`config.mk`:
```
export PLATFORM = sky130hd
export DESIGN_NAME = load_store_unit
export DESIGN_NICKNAME = d
export VERILOG_FILES = /design/src/rtl/lsu_pkg.sv /design/src/rtl/lsu_byte_lane.sv /design/src/rtl/load_store_unit.sv
export SDC_FILE = /design/constraint.sdc
export NUM_CORES = 1
export LEC_CHECK = 0
export ABC_AREA = 1
export CAP_MARGIN = 10
export CORE_AREA = 2 2 126 128
export DETAILED_ROUTE_END_ITERATION = 10
export DIE_AREA = 0 0 128 130
export PLACE_DENSITY_LB_ADDON = 0.2
export REMOVE_ABC_BUFFERS = 1
export SLEW_MARGIN = 10
export SYNTH_ARGS = -nofsm -noshare
export SYNTH_HDL_FRONTEND = slang
export SYNTH_SLANG_ARGS = --single-unit
```
`constraint.sdc`:
```
create_clock -name clk -period 3.95 [get_ports clk]
set_input_delay 1.185 -clock clk [delete_from_list [all_inputs] [get_ports clk]]
set_output_delay 1.185 -clock clk [all_outputs]
set_load 0.05 [all_outputs]
```
`src/rtl/lsu_pkg.sv`:
```
// Shared constants, state encoding and request legality check for the load/store unit.
package lsu_pkg;

    localparam logic [2:0] F3_B  = 3'b000;
    localparam logic [2:0] F3_H  = 3'b001;
    localparam logic [2:0] F3_W  = 3'b010;
    localparam logic [2:0] F3_BU = 3'b100;
    localparam logic [2:0] F3_HU = 3'b101;

    typedef enum logic [2:0] {
        IDLE  = 3'd0,
        READ  = 3'd1,
        WRITE = 3'd2,
        ERR   = 3'd3,
        RESP  = 3'd4
    } lsu_state_e;

    // Flags a request that must not touch memory: bad funct3, misalignment or out-of-range word.
    function automatic logic req_error(
        input logic        we,
        input logic [2:0]  f3,
        input logic [31:0] addr,
        input logic [31:0] mem_words
    );
        logic bad_f3;
        logic misal;
        logic oor;
        if (we) begin
            bad_f3 = (f3 >= 3'b011);
        end else begin
            case (f3)
                F3_B, F3_H, F3_W, F3_BU, F3_HU: bad_f3 = 1'b0;
                default:                        bad_f3 = 1'b1;
            endcase
        end
        case (f3)
            F3_H, F3_HU: misal = addr[0];
            F3_W:        misal = (addr[1:0] != 2'b00);
            default:     misal = 1'b0;
        endcase
        oor = ({2'b00, addr[31:2]} >= mem_words);
        return bad_f3 | misal | oor;
    endfunction

endpackage

```
`src/rtl/lsu_byte_lane.sv`:
```
// Combinational lane logic: load extraction with sign/zero extension and sub-word store merge.
module lsu_byte_lane
    import lsu_pkg::*;
(
    input  logic [31:0] word_i,
    input  logic [31:0] wdata_i,
    input  logic [1:0]  byte_off_i,
    input  logic [2:0]  funct3_i,
    output logic [31:0] load_data_o,
    output logic [31:0] store_word_o
);

    logic [7:0]  byte_s;
    logic [15:0] half_s;

    // Select the addressed byte and halfword of the memory word.
    always_comb begin
        case (byte_off_i)
            2'd0:    byte_s = word_i[7:0];
            2'd1:    byte_s = word_i[15:8];
            2'd2:    byte_s = word_i[23:16];
            2'd3:    byte_s = word_i[31:24];
            default: byte_s = 8'h00;
        endcase
        if (byte_off_i[1]) begin
            half_s = word_i[31:16];
        end else begin
            half_s = word_i[15:0];
        end
    end

    // Extend the selected lane to 32 bits.
    always_comb begin
        case (funct3_i)
            F3_B:    load_data_o = {{24{byte_s[7]}}, byte_s};
            F3_H:    load_data_o = {{16{half_s[15]}}, half_s};
            F3_W:    load_data_o = word_i;
            F3_BU:   load_data_o = {24'h000000, byte_s};
            F3_HU:   load_data_o = {16'h0000, half_s};
            default: load_data_o = 32'h0000_0000;
        endcase
    end

    // Replace the addressed lane of the current word with the store data.
    always_comb begin
        store_word_o = word_i;
        case (funct3_i)
            F3_B: begin
                case (byte_off_i)
                    2'd0:    store_word_o[7:0]   = wdata_i[7:0];
                    2'd1:    store_word_o[15:8]  = wdata_i[7:0];
                    2'd2:    store_word_o[23:16] = wdata_i[7:0];
                    2'd3:    store_word_o[31:24] = wdata_i[7:0];
                    default: store_word_o        = word_i;
                endcase
            end
            F3_H: begin
                if (byte_off_i[1]) begin
                    store_word_o[31:16] = wdata_i[15:0];
                end else begin
                    store_word_o[15:0]  = wdata_i[15:0];
                end
            end
            F3_W:    store_word_o = wdata_i;
            default: store_word_o = word_i;
        endcase
    end

endmodule

```
`src/rtl/load_store_unit.sv`:
```
// RV32I load/store unit: valid/ready request in, one-cycle response pulse out,
// drives a word-indexed data memory with read-modify-write for SB/SH.
module load_store_unit
    import lsu_pkg::*;
#(
    parameter int MEM_WORDS = 1024
) (
    input  logic        clk,
    input  logic        rst,
    input  logic        req_valid,
    output logic        req_ready,
    input  logic        req_we,
    input  logic [2:0]  req_funct3,
    input  logic [31:0] req_addr,
    input  logic [31:0] req_wdata,
    output logic        rsp_valid,
    output logic [31:0] rsp_rdata,
    output logic        rsp_error,
    output logic [31:0] mem_a,
    output logic        mem_we,
    output logic [31:0] mem_wd,
    input  logic [31:0] mem_rd
);

    lsu_state_e  state_q;
    logic [1:0]  off_q;
    logic [2:0]  f3_q;
    logic        we_q;
    logic [31:0] wdata_q;
    logic        rsp_valid_q;
    logic [31:0] rsp_rdata_q;
    logic        rsp_error_q;
    logic [31:0] mem_a_q;
    logic        mem_we_q;
    logic [31:0] mem_wd_q;

    logic        req_err_s;
    logic [31:0] load_data_s;
    logic [31:0] store_word_s;

    assign req_err_s = req_error(req_we, req_funct3, req_addr, 32'(MEM_WORDS));

    lsu_byte_lane u_lane (
        .word_i      (mem_rd),
        .wdata_i     (wdata_q),
        .byte_off_i  (off_q),
        .funct3_i    (f3_q),
        .load_data_o (load_data_s),
        .store_word_o(store_word_s)
    );

    // Request FSM with registered memory and response outputs.
    always_ff @(posedge clk) begin
        if (rst) begin
            state_q     <= IDLE;
            off_q       <= 2'b00;
            f3_q        <= 3'b000;
            we_q        <= 1'b0;
            wdata_q     <= 32'h0000_0000;
            rsp_valid_q <= 1'b0;
            rsp_rdata_q <= 32'h0000_0000;
            rsp_error_q <= 1'b0;
            mem_a_q     <= 32'h0000_0000;
            mem_we_q    <= 1'b0;
            mem_wd_q    <= 32'h0000_0000;
        end else begin
            case (state_q)
                IDLE: begin
                    rsp_valid_q <= 1'b0;
                    rsp_rdata_q <= 32'h0000_0000;
                    rsp_error_q <= 1'b0;
                    mem_we_q    <= 1'b0;
                    mem_wd_q    <= 32'h0000_0000;
                    if (req_valid) begin
                        off_q   <= req_addr[1:0];
                        f3_q    <= req_funct3;
                        we_q    <= req_we;
                        wdata_q <= req_wdata;
                        mem_a_q <= {2'b00, req_addr[31:2]};
                        if (req_err_s) begin
                            state_q <= ERR;
                        end else if (req_we && (req_funct3 == F3_W)) begin
                            // Full-word store skips the read and writes straight away.
                            state_q  <= WRITE;
                            mem_we_q <= 1'b1;
                            mem_wd_q <= req_wdata;
                        end else begin
                            state_q <= READ;
                        end
                    end else begin
                        state_q <= IDLE;
                    end
                end
                READ: begin
                    if (we_q) begin
                        state_q  <= WRITE;
                        mem_we_q <= 1'b1;
                        mem_wd_q <= store_word_s;
                    end else begin
                        state_q     <= RESP;
                        rsp_valid_q <= 1'b1;
                        rsp_rdata_q <= load_data_s;
                        rsp_error_q <= 1'b0;
                    end
                end
                WRITE: begin
                    state_q     <= RESP;
                    mem_we_q    <= 1'b0;
                    mem_wd_q    <= 32'h0000_0000;
                    rsp_valid_q <= 1'b1;
                    rsp_rdata_q <= 32'h0000_0000;
                    rsp_error_q <= 1'b0;
                end
                ERR: begin
                    state_q     <= RESP;
                    rsp_valid_q <= 1'b1;
                    rsp_rdata_q <= 32'h0000_0000;
                    rsp_error_q <= 1'b1;
                end
                RESP: begin
                    state_q     <= IDLE;
                    rsp_valid_q <= 1'b0;
                    rsp_rdata_q <= 32'h0000_0000;
                    rsp_error_q <= 1'b0;
                end
                default: begin
                    state_q     <= IDLE;
                    rsp_valid_q <= 1'b0;
                    rsp_rdata_q <= 32'h0000_0000;
                    rsp_error_q <= 1'b0;
                    mem_we_q    <= 1'b0;
                    mem_wd_q    <= 32'h0000_0000;
                end
            endcase
        end
    end

    // Reset gates the write strobe immediately so an in-flight write never lands.
    assign mem_we    = mem_we_q & ~rst;
    assign req_ready = (state_q == IDLE) & ~rst;
    assign rsp_valid = rsp_valid_q;
    assign rsp_rdata = rsp_rdata_q;
    assign rsp_error = rsp_error_q;
    assign mem_a     = mem_a_q;
    assign mem_wd    = mem_wd_q;

endmodule

```
==> results.json <==
{
  "vias": 9338,
  "power_frac_clock": 0.358,
  "synth-seq-area-share": 0.339,
  "routed_wl_um": 26700,
  "htree_levels": 4,
  "p_int_mw": 2.89,
  "clk_pin_slew_ns": 0.06,
  "worst_skew_pair.late_latency_ns": 0.43,
  "holdBufCountCts": 0,
  "finalMaxSlewViolations": 0,
  "r2r_setup_slack_ns": 1.41,
  "fin_cells": 1695,
  "place_ws_ns": 0.814,
  "slew_headroom": 0.298,
  "mostFrequentLayoutCells": "nand2_1, clkdlybuf4s50_1, a21oi_1",
  "maxCapViolations": 0,
  "rsz0062_at_grt": "false",
  "cts.path.max_buffers": 2,
  "cts_buffers": 17,
  "die_w_um": 128,
  "min_to": "mem_a[8]",
  "yosysTopAreaCell": "dfxtp_1",
  "tightest_slew_ns": 1.05,
  "synth_area_per_cell_um2": 6.06,
  "globalplace.congestion": 0.945,
  "cp.required_ns": 2.76,
  "final_common_cell": "nand2_1",
  "yosysWarnings": 0,
  "holdWs_ns": 0.462,
  "synth_top_area_frac": 0.339,
  "final-setup-viol-count": 0,
  "cts.sinks": 138,
  "status": "complete, no violations",
  "start_util": 0.528,
  "critical_path.endpoint_type": "primary output",
  "dieArea_mm2": 0.0166,
  "cts_setup_buffers": 0,
  "ys_ff_latch": 138,
  "swShare": 0.352,
  "holdPathStages": 2,
  "max_freq_ghz": 0.318,
  "cts_root_buf": "clkbuf_16",
  "drt-pass1-iter-count": 6,
  "drive_gt1_frac": 0.0493,
  "place_inst": 1664,
  "ios": 203,
  "grt_remaining_overflow": 0,
  "synthTopCellsByArea": "dfxtp_1, nand2_1, a21oi_1",
  "ant_nets": 0,
  "fin_total_pwr_mw": 4.45,
  "post_cts_resized": 0,
  "comb_power_share": 0.294,
  "hold_path.class": "flop to flop",
  "area_growth_pct": 30.5,
  "fp.dieH_um": 130,
  "hp-start": "mem_a[8]",
  "peakVddDrop_mv": 0.326,
  "drc": 0,
  "r2r_end": "rsp_rdata[26]",
  "final_hold_viol_count": 0,
  "start_kind": "primary input",
  "core_mm2": 0.0154,
  "drt_iter0_drc": 1135,
  "clock-skew-final_ns": 0.00925,
  "grt.total_usage": 0.319,
  "pwr-share-seq": 0.348,
  "port_buffers": 200,
  "rows": 46,
  "synthesis.area_mm2": 0.00815,
  "wl_per_cell_um": 15.7,
  "tritoncts": "built",
  "p_per_area_mw_per_mm2": 418,
  "p_switching_mw": 1.57,
  "final_nets": 1594,
  "p_leak_nw": 4.44,
  "grt_pass1_vias": 8443,
  "worst_slack_ns": 0.803,
  "grt_max_degree": 87,
  "hpwlAfterDp_um": 17900,
  "grt_pass1_wl_um": 42200,
  "path_max_fanout": 15,
  "syn_inst": 1346,
  "vias_per_cell": 5.51,
  "worstReg2RegStart": "off_q[1]",
  "rr_worst_depth": 8,
  "min_period_over_period": 0.797,
  "crit_arrival_ns": 1.96,
  "period_needed_ns": 3.15,
  "yosys.cell_types.count": 28,
  "critical_path_class": "primary input to primary output",
  "antenna_found_initial": 1
}
[per-stage QoR]
stage           util  cell area [um2]  TNS [ns]
6_report       0.690            10600         0
5_1_grt        0.690            10600         0
3_5_place_dp   0.652            10100         0
2_1_floorplan      -             7660     -5.47
3_3_place_gp   0.652            10100         0
4_1_cts        0.690            10600         0
[final cells by class]
class	count	area (um2)
clock inverters	10	119
inverters	151	567
clock buffers	20	467
multi-input cells	967	4350
repair buffers	216	2130
flip-flops and latches	138	2760
fillers	1392	4780
well taps	192	240
diodes	1	2.50
[worst max-delay path by stage]
stage,from,end,cells past startpoint
2_1_floorplan,req_valid,state_q[1],4
3_3_place_gp,rst,req_ready,3
3_5_place_dp,rst,req_ready,3
4_1_cts,rst,req_ready,3
5_1_grt,rst,req_ready,3
6_report,rst,req_ready,3
[synthesized netlist by cell type]
cell type  number
a21oi_1       158
a21oi_4         1
buf_1           5
buf_2          40
buf_4          10
buf_6           8
clkbuf_1       28
clkinv_1        1
conb_1          1
dfxtp_1       138
inv_1         144
inv_2           6
nand2_1       448
nand2_2         6
nand2_4         1
nand3_1        65
nand3_2         1
nand3b_1        1
nand4_1        32
nor2_1        138
nor2_2          2
nor2_4          2
nor3_1          4
nor3_2          1
nor3_4          1
o211ai_1       51
o21ai_0        48
o21ai_1         5
[cells by family after synthesis]
kind of cell | count (synthesis) | share of synthesized area
flip-flops | 138 | 0.339
AND/OR/NAND/NOR | 702 | 0.352
AO/OA/AOI/OAI | 263 | 0.179
other | 1 | 0.000460
buffers and inverters | 242 | 0.130
[per-layer routing]
| layer | up-vias | routed length (um) | global-route usage |
|---|---|---|---|
| li1 | 4584 | - | - |
| met1 | 4226 | 11400 | 0.419 |
| met2 | 480 | 11900 | 0.505 |
| met3 | 48 | 2710 | 0.0841 |
| met4 | 0 | 657 | 0.127 |
| met5 | - | 0 | 0 |
[registers in the layout, indices dropped and copies added (netlist names)]
register	cells
f3_q	3
state_q	3
mem_wd	32
rsp_valid	1
rsp_rdata	32
mem_a	30
rsp_error	1
we_q	1
off_q	2
wdata_q	32
mem_we_q	1
[power by group through the flow]
| stage | clock network [mW] | registers (mW) | logic (mW) |
|---|---|---|---|
| after floorplan | 0 | 1.74 | 0.643 |
| after global routing | 1.66 | 1.56 | 1.43 |
| after CTS | 1.61 | 1.55 | 1.29 |
| after detailed placement | 0 | 1.58 | 1.28 |
| final | 1.60 | 1.55 | 1.31 |
| after global placement | 0 | 1.57 | 1.27 |
[critical path, stage by stage]
cell,delay [ns]
buf_4,0.17
nor3_1,0.40
buf_12,0.20
No activity file was read; power rests on OpenSTA's default activity.
